File: src/rtl/div_unit_pkg.sv
// rtl/div_unit_pkg.sv - shared divider width, FSM encodings and DIV/DIVU funct codes
package div_unit_pkg;

  localparam int DIV_WIDTH = 32;

  typedef logic [1:0] divState_t;
  localparam divState_t DIV_IDLE = 2'd0;
  localparam divState_t DIV_BUSY = 2'd1;
  localparam divState_t DIV_DONE = 2'd2;

  // Shared with the controller's R-type decode
  localparam logic [5:0] FUNCT_DIV  = 6'b011010;
  localparam logic [5:0] FUNCT_DIVU = 6'b011011;

endpackage

File: src/rtl/div_unit_step.sv
// rtl/div_unit_step.sv - one combinational radix-2 restoring iteration on {rem,quo}
module div_unit_step
  import div_unit_pkg::*;
#(
  parameter int WIDTH = DIV_WIDTH
) (
  input  logic [2*WIDTH-1:0] remQuo,
  input  logic [WIDTH-1:0]   divisor,
  output logic [2*WIDTH-1:0] nextRemQuo
);

  logic [WIDTH:0]   remShift;
  logic [WIDTH:0]   trial;
  logic [WIDTH-1:0] quoShift;

  assign remShift = remQuo[2*WIDTH-1:WIDTH-1];
  assign quoShift = {remQuo[WIDTH-2:0], 1'b0};
  // remShift < 2*divisor, so the sign of the WIDTH+1 bit difference is exact
  assign trial    = remShift - {1'b0, divisor};

  always_comb begin
    nextRemQuo = {remShift[WIDTH-1:0], quoShift};
    if (!trial[WIDTH]) begin
      nextRemQuo = {trial[WIDTH-1:0], quoShift[WIDTH-1:1], 1'b1};
    end
  end

endmodule

File: src/rtl/div_unit.sv
// rtl/div_unit.sv - iterative DIV/DIVU unit for the E stage; DIV_EARLY_OUT_EN skips the loop for trivial quotients
module div_unit
  import div_unit_pkg::*;
#(
  parameter int WIDTH = DIV_WIDTH,
  parameter int CNT_W = 6
) (
  input  logic             clk,
  input  logic             rst,
  input  logic             div_en,
  input  logic             div_signed,
  input  logic [WIDTH-1:0] srca,
  input  logic [WIDTH-1:0] srcb,
  input  logic             annul,
  output logic             divstall,
  output logic             div_valid,
  output logic [WIDTH-1:0] hi_o,
  output logic [WIDTH-1:0] lo_o
);

  divState_t          state;
  logic [CNT_W-1:0]   count;
  logic [2*WIDTH-1:0] remQuo;
  logic [2*WIDTH-1:0] stepOut;
  logic [WIDTH-1:0]   divisor;
  logic [WIDTH-1:0]   rawA;
  logic [WIDTH-1:0]   hiReg;
  logic [WIDTH-1:0]   loReg;
  logic               negQuo;
  logic               negRem;
  logic               divZero;
  logic [WIDTH-1:0]   absA;
  logic [WIDTH-1:0]   absB;
  logic [WIDTH-1:0]   resHi;
  logic [WIDTH-1:0]   resLo;
  logic               doneOk;

  assign absA = (div_signed && srca[WIDTH-1]) ? -srca : srca;
  assign absB = (div_signed && srcb[WIDTH-1]) ? -srcb : srcb;

  div_unit_step #(.WIDTH(WIDTH)) stepInst (
    .remQuo     (remQuo),
    .divisor    (divisor),
    .nextRemQuo (stepOut)
  );

  // Divide by zero reports the raw dividend and an all-ones quotient regardless of sign
  always_comb begin
    resHi = negRem ? -remQuo[2*WIDTH-1:WIDTH] : remQuo[2*WIDTH-1:WIDTH];
    resLo = negQuo ? -remQuo[WIDTH-1:0] : remQuo[WIDTH-1:0];
    if (divZero) begin
      resHi = rawA;
      resLo = '1;
    end
  end

  // Results are presented in DONE itself so E can advance with them in that cycle
  assign doneOk    = (state == DIV_DONE) && !annul && !rst;
  assign div_valid = doneOk;
  assign hi_o      = doneOk ? resHi : hiReg;
  assign lo_o      = doneOk ? resLo : loReg;
  assign divstall  = div_en && (state != DIV_DONE) && !annul;

  always_ff @(posedge clk) begin
    if (rst) begin
      state   <= DIV_IDLE;
      count   <= '0;
      remQuo  <= '0;
      divisor <= '0;
      rawA    <= '0;
      hiReg   <= '0;
      loReg   <= '0;
      negQuo  <= 1'b0;
      negRem  <= 1'b0;
      divZero <= 1'b0;
    end else if (annul) begin
      state <= DIV_IDLE;
    end else begin
      case (state)
        DIV_IDLE: begin
          if (div_en) begin
            divisor <= absB;
            rawA    <= srca;
            negRem  <= div_signed && srca[WIDTH-1];
            negQuo  <= div_signed && (srca[WIDTH-1] ^ srcb[WIDTH-1]);
            divZero <= (srcb == '0);
            count   <= '0;
`ifdef DIV_EARLY_OUT_EN
            if ((srcb == '0) || (absB > absA)) begin
              remQuo <= {absA, {WIDTH{1'b0}}};
              state  <= DIV_DONE;
            end else begin
              remQuo <= {{WIDTH{1'b0}}, absA};
              state  <= DIV_BUSY;
            end
`else
            remQuo <= {{WIDTH{1'b0}}, absA};
            state  <= DIV_BUSY;
`endif
          end
        end
        DIV_BUSY: begin
          if (!div_en) begin
            state <= DIV_IDLE;
          end else begin
            remQuo <= stepOut;
            count  <= count + 1'b1;
            if (count == CNT_W'(WIDTH - 1)) begin
              state <= DIV_DONE;
            end
          end
        end
        DIV_DONE: begin
          hiReg <= resHi;
          loReg <= resLo;
          state <= DIV_IDLE;
        end
        default: state <= DIV_IDLE;
      endcase
    end
  end

endmodule
File: config.mk
export PLATFORM = sky130hd
export DESIGN_NAME = div_unit
export DESIGN_NICKNAME = d
export VERILOG_FILES = /design/src/rtl/div_unit_pkg.sv /design/src/rtl/div_unit_step.sv /design/src/rtl/div_unit.sv
export SDC_FILE = /design/constraint.sdc
export NUM_CORES = 1
export LEC_CHECK = 0
export BUFFER_PORTS_ARGS = -buffer_cell sky130_fd_sc_hd__buf_2
export CAP_MARGIN = 40
export CORE_MARGIN = 2
export CORE_UTILIZATION = 25
export CTS_CLUSTER_SIZE = 30
export DETAILED_ROUTE_END_ITERATION = 10
export PLACE_DENSITY_LB_ADDON = 0.2
export RECOVER_POWER = 25
export SETUP_SLACK_MARGIN = 0.15
export SKIP_CTS_REPAIR_TIMING = 1
export SLEW_MARGIN = 20
export SYNTH_ARGS = -nofsm -noshare
export SYNTH_HDL_FRONTEND = slang
export SYNTH_SLANG_ARGS = --single-unit
File: constraint.sdc
create_clock -name clk -period 3.7 [get_ports clk]
set_input_delay 0.37 -clock clk [delete_from_list [all_inputs] [get_ports clk]]
set_output_delay 0.37 -clock clk [all_outputs]
set_load 0.005 [all_outputs]
==> flow_metrics.py <==
metrics = {
    "synthesis": {
        "synth_area_um2": 12850,
        "syn_area_per_cell_um2": 7.362,
        "synth_top_cell_area_share_pct": 31.62,
        "yosys.cell_types.count": 72,
        "syn_nets": 1853,
        "async_flop_share_pct": 0,
        "synth_common_cells": "nand2_1 (258), nor2_1 (219), dfxtp_1 (203), a21oi_1 (168), o21ai_0 (154)",
        "yosys.area.top_type": "dfxtp_1",
        "synth.area.top_cells": "dfxtp_1 (32%), nand2_1 (7.5%), a21oi_1 (6.5%), nor2_1 (6.4%), o21ai_0 (6.0%)",
        "syn_inst": 1746,
        "synthFlopType": "dfxtp_1",
        "synth.most_common_cell": "nand2_1",
        "seq_area_frac_synth_pct": 31.62,
        "synth_edf_count": 0,
        "ys_ff_latch": 203,
        "ys_warn_count": 0,
    },
    "place": {
        "place_area_um2": 14320,
        "hpwl_um": 32760,
        "portBuffers": 134,
        "gp_congestion": 0.8726,
        "preCtsSetupSlack_ps": 193.1,
    },
    "timing": {
        "setup_slack_ps": -129.7,
        "relSlewSlack_pct": -51.31,
        "fmax_mhz": 261.1,
        "finalCriticalPeriod_ps": 3830,
        "clock_skew_ps": 21.51,
        "tightest_slew_ps": 2270,
        "period_share_pct": 103.5,
        "drv_slew": 176,
        "hold_viol": 0,
        "grt_setup_unrepaired": "true",
        "finalSetupViolCount": 9,
    },
    "global_route": {
        "grt_overflow": 0,
        "grt_pass1_wl_um": 67410,
        "antenna_found_initial": 3,
        "grt_use_total_pct": 15.90,
        "grt_max_degree": 81,
        "grt_pass1_vias": 11690,
    },
    "worst_setup_path": {
        "crit_path_end_kind": "output port",
        "reg2reg_setup_slack_ps": 340,
        "worst-setup-path-type": "reg -> out",
        "worstPathArrival_ps": 3460,
        "worst_ep_required_time_ps": 3330,
        "crit_fanout": 5,
        "start_kind": "register",
    },
    "floorplanning": {
        "die_h_um": 230.7,
        "core_area_um2": 51090,
        "die_area_um2": 53240,
        "rows": 83,
        "ios": 135,
        "initial_core_util_pct": 25.16,
        "die_w_um": 230.7,
    },
    "detailed_routing": {
        "drtAntennaViolNets": 0,
        "wl_per_cell_um": 17.10,
        "drt_pass1_iterations": 6,
        "routed_via_density": 4.930,
        "drcViolationCount": 0,
        "first_iter_violations": 942,
        "vias": 12600,
        "wl_um": 43680,
    },
    "finish": {
        "layout-drive-gt1-share_pct": 17.32,
        "fin_area_um2": 15660,
        "multi_input_area_um2": 8413,
        "final-seq-area_um2": 4089,
        "fillers": 5576,
        "synthToLayoutAreaGrowth_pct": 21.80,
        "final_nets": 1957,
    },
    "worst_hold_path": {
        "hp-class": "in -> reg",
    },
    "clock_network": {
        "ctsHtreeMaxLevel": 1,
        "clk_pin_slew_worst_paths_ps": 60,
        "cts.sinks": 203,
        "clockRootBuffer": "clkbuf_16",
        "cts_tree": "done",
        "clk_latency_ps": 570,
        "cts_buffers": 27,
        "cts_buffer_depth": 3,
    },
    "power": {
        "irDropWorstVdd_uv": 332.6,
        "power.density_nw_per_um2": 378.3,
        "p_leak_uw": 0.005989,
    },
    "flow_run": {
        "maxCapViolations": 3,
    },
    "outcome": {
        "violations": "max-capacitance violations, max-slew violations, negative setup slack",
        "status": "finished, violations left",
    },
}
[worst max-delay path, stage by stage (launching register included)]
cell	delay, ps
dfxtp_4	350
or4_4	550
nor4_4	270
nand3_2	130
or4_4	460
or3_4	390
o31ai_4	260
xnor2_1	140
nor2_1	70
o21ai_1	140
buf_2	130
[final cells by class]
cell class	count	share of cell area, %
Clock inverter	11	0.8151
Sequential cell	203	26.12
Tap cell	680	5.434
Antenna cell	4	0.06393
Multi-Input combinational cell	1368	53.74
Clock buffer	39	5.179
Timing Repair Buffer	189	7.193
Inverter	61	1.462
[report_power, final]
| group | internal, µW | total [µW] | leakage (µW) | switching (µW) |
|---|---|---|---|---|
| clock | 1670 | 2760 | 0.000471 | 1090 |
| combinational | 330 | 853 | 0.00386 | 523 |
| sequential | 2250 | 2310 | 0.00166 | 62.5 |
[sequential cells by signal, indices dropped and copies added, names as in the netlist]
name / flops
loReg: 32
negRem: 1
state: 2
rawA: 32
negQuo: 1
divZero: 1
count: 6
remQuo: 64
divisor: 32
hiReg: 32
[cell families after synthesis]
kind of cell | Yosys count | synth area share (%)
buffers and inverters | 175 | 5.178
adder cells (fa/ha/maj) | 38 | 3.757
XOR/XNOR | 147 | 10.07
flip-flops | 203 | 31.62
AO/OA/AOI/OAI | 521 | 24.88
multiplexers | 38 | 2.979
AND/OR/NAND/NOR | 624 | 21.51
[routing by layer]
metal	GRT usage [%]	routed length [µm]	vias to the layer above
li1	-	-	6321
met1	22.72	21450	5968
met2	25.50	19270	267
met3	2.557	2328	40
met4	2.440	627	0
met5	0	0	-
[path summary, 6_finish.rpt]
kind,depth (start not counted),to,start
setup / recovery,10,lo_o[31],remQuo[7]$_SDFFE_PP0P_
hold / removal,2,state[1]$_SDFFE_PP0P_,div_en
hold reg to reg,2,hiReg[20]$_SDFFE_PP0P_,hiReg[20]$_SDFFE_PP0P_
setup reg to reg,6,remQuo[23]$_SDFFE_PP0P_,state[0]$_SDFFE_PP0P_
[layout by cell type (no fill, tap or decap), types with 13 or more instances in the layout]
cell type  instances
o21ai_0          135
a211oi_1          57
dfxtp_1          191
and2_1            13
o21ai_1           26
xor2_1            63
o221a_2           18
nand2_1          254
nor3_1            22
ha_1              37
mux2i_1           36
o31ai_1           25
nand3_1           18
nor2_1           217
xnor2_1           77
buf_2            133
a21oi_1          165
inv_1             59
buf_4             41
clkbuf_16         27
[through the flow]
stage / TNS [ps] / power [µW] / instances / hold WS (ps) / utilization [%]
finish: -587.1 / 5923 / 2555 / 37.35 / 30.64
global route: -2804 / 6199 / 2551 / 38.68 / 30.62
detailed placement: 0 / 3190 / 2485 / 443.7 / 28.02
CTS: -2211 / 5986 / 2535 / 16.35 / 29.85
floorplan: 0 / 2908 / 1746 / 428.6 / -
global placement: 0 / 3186 / 2484 / 438.4 / 27.99
Note: power is estimated with default switching activity, not from simulation.
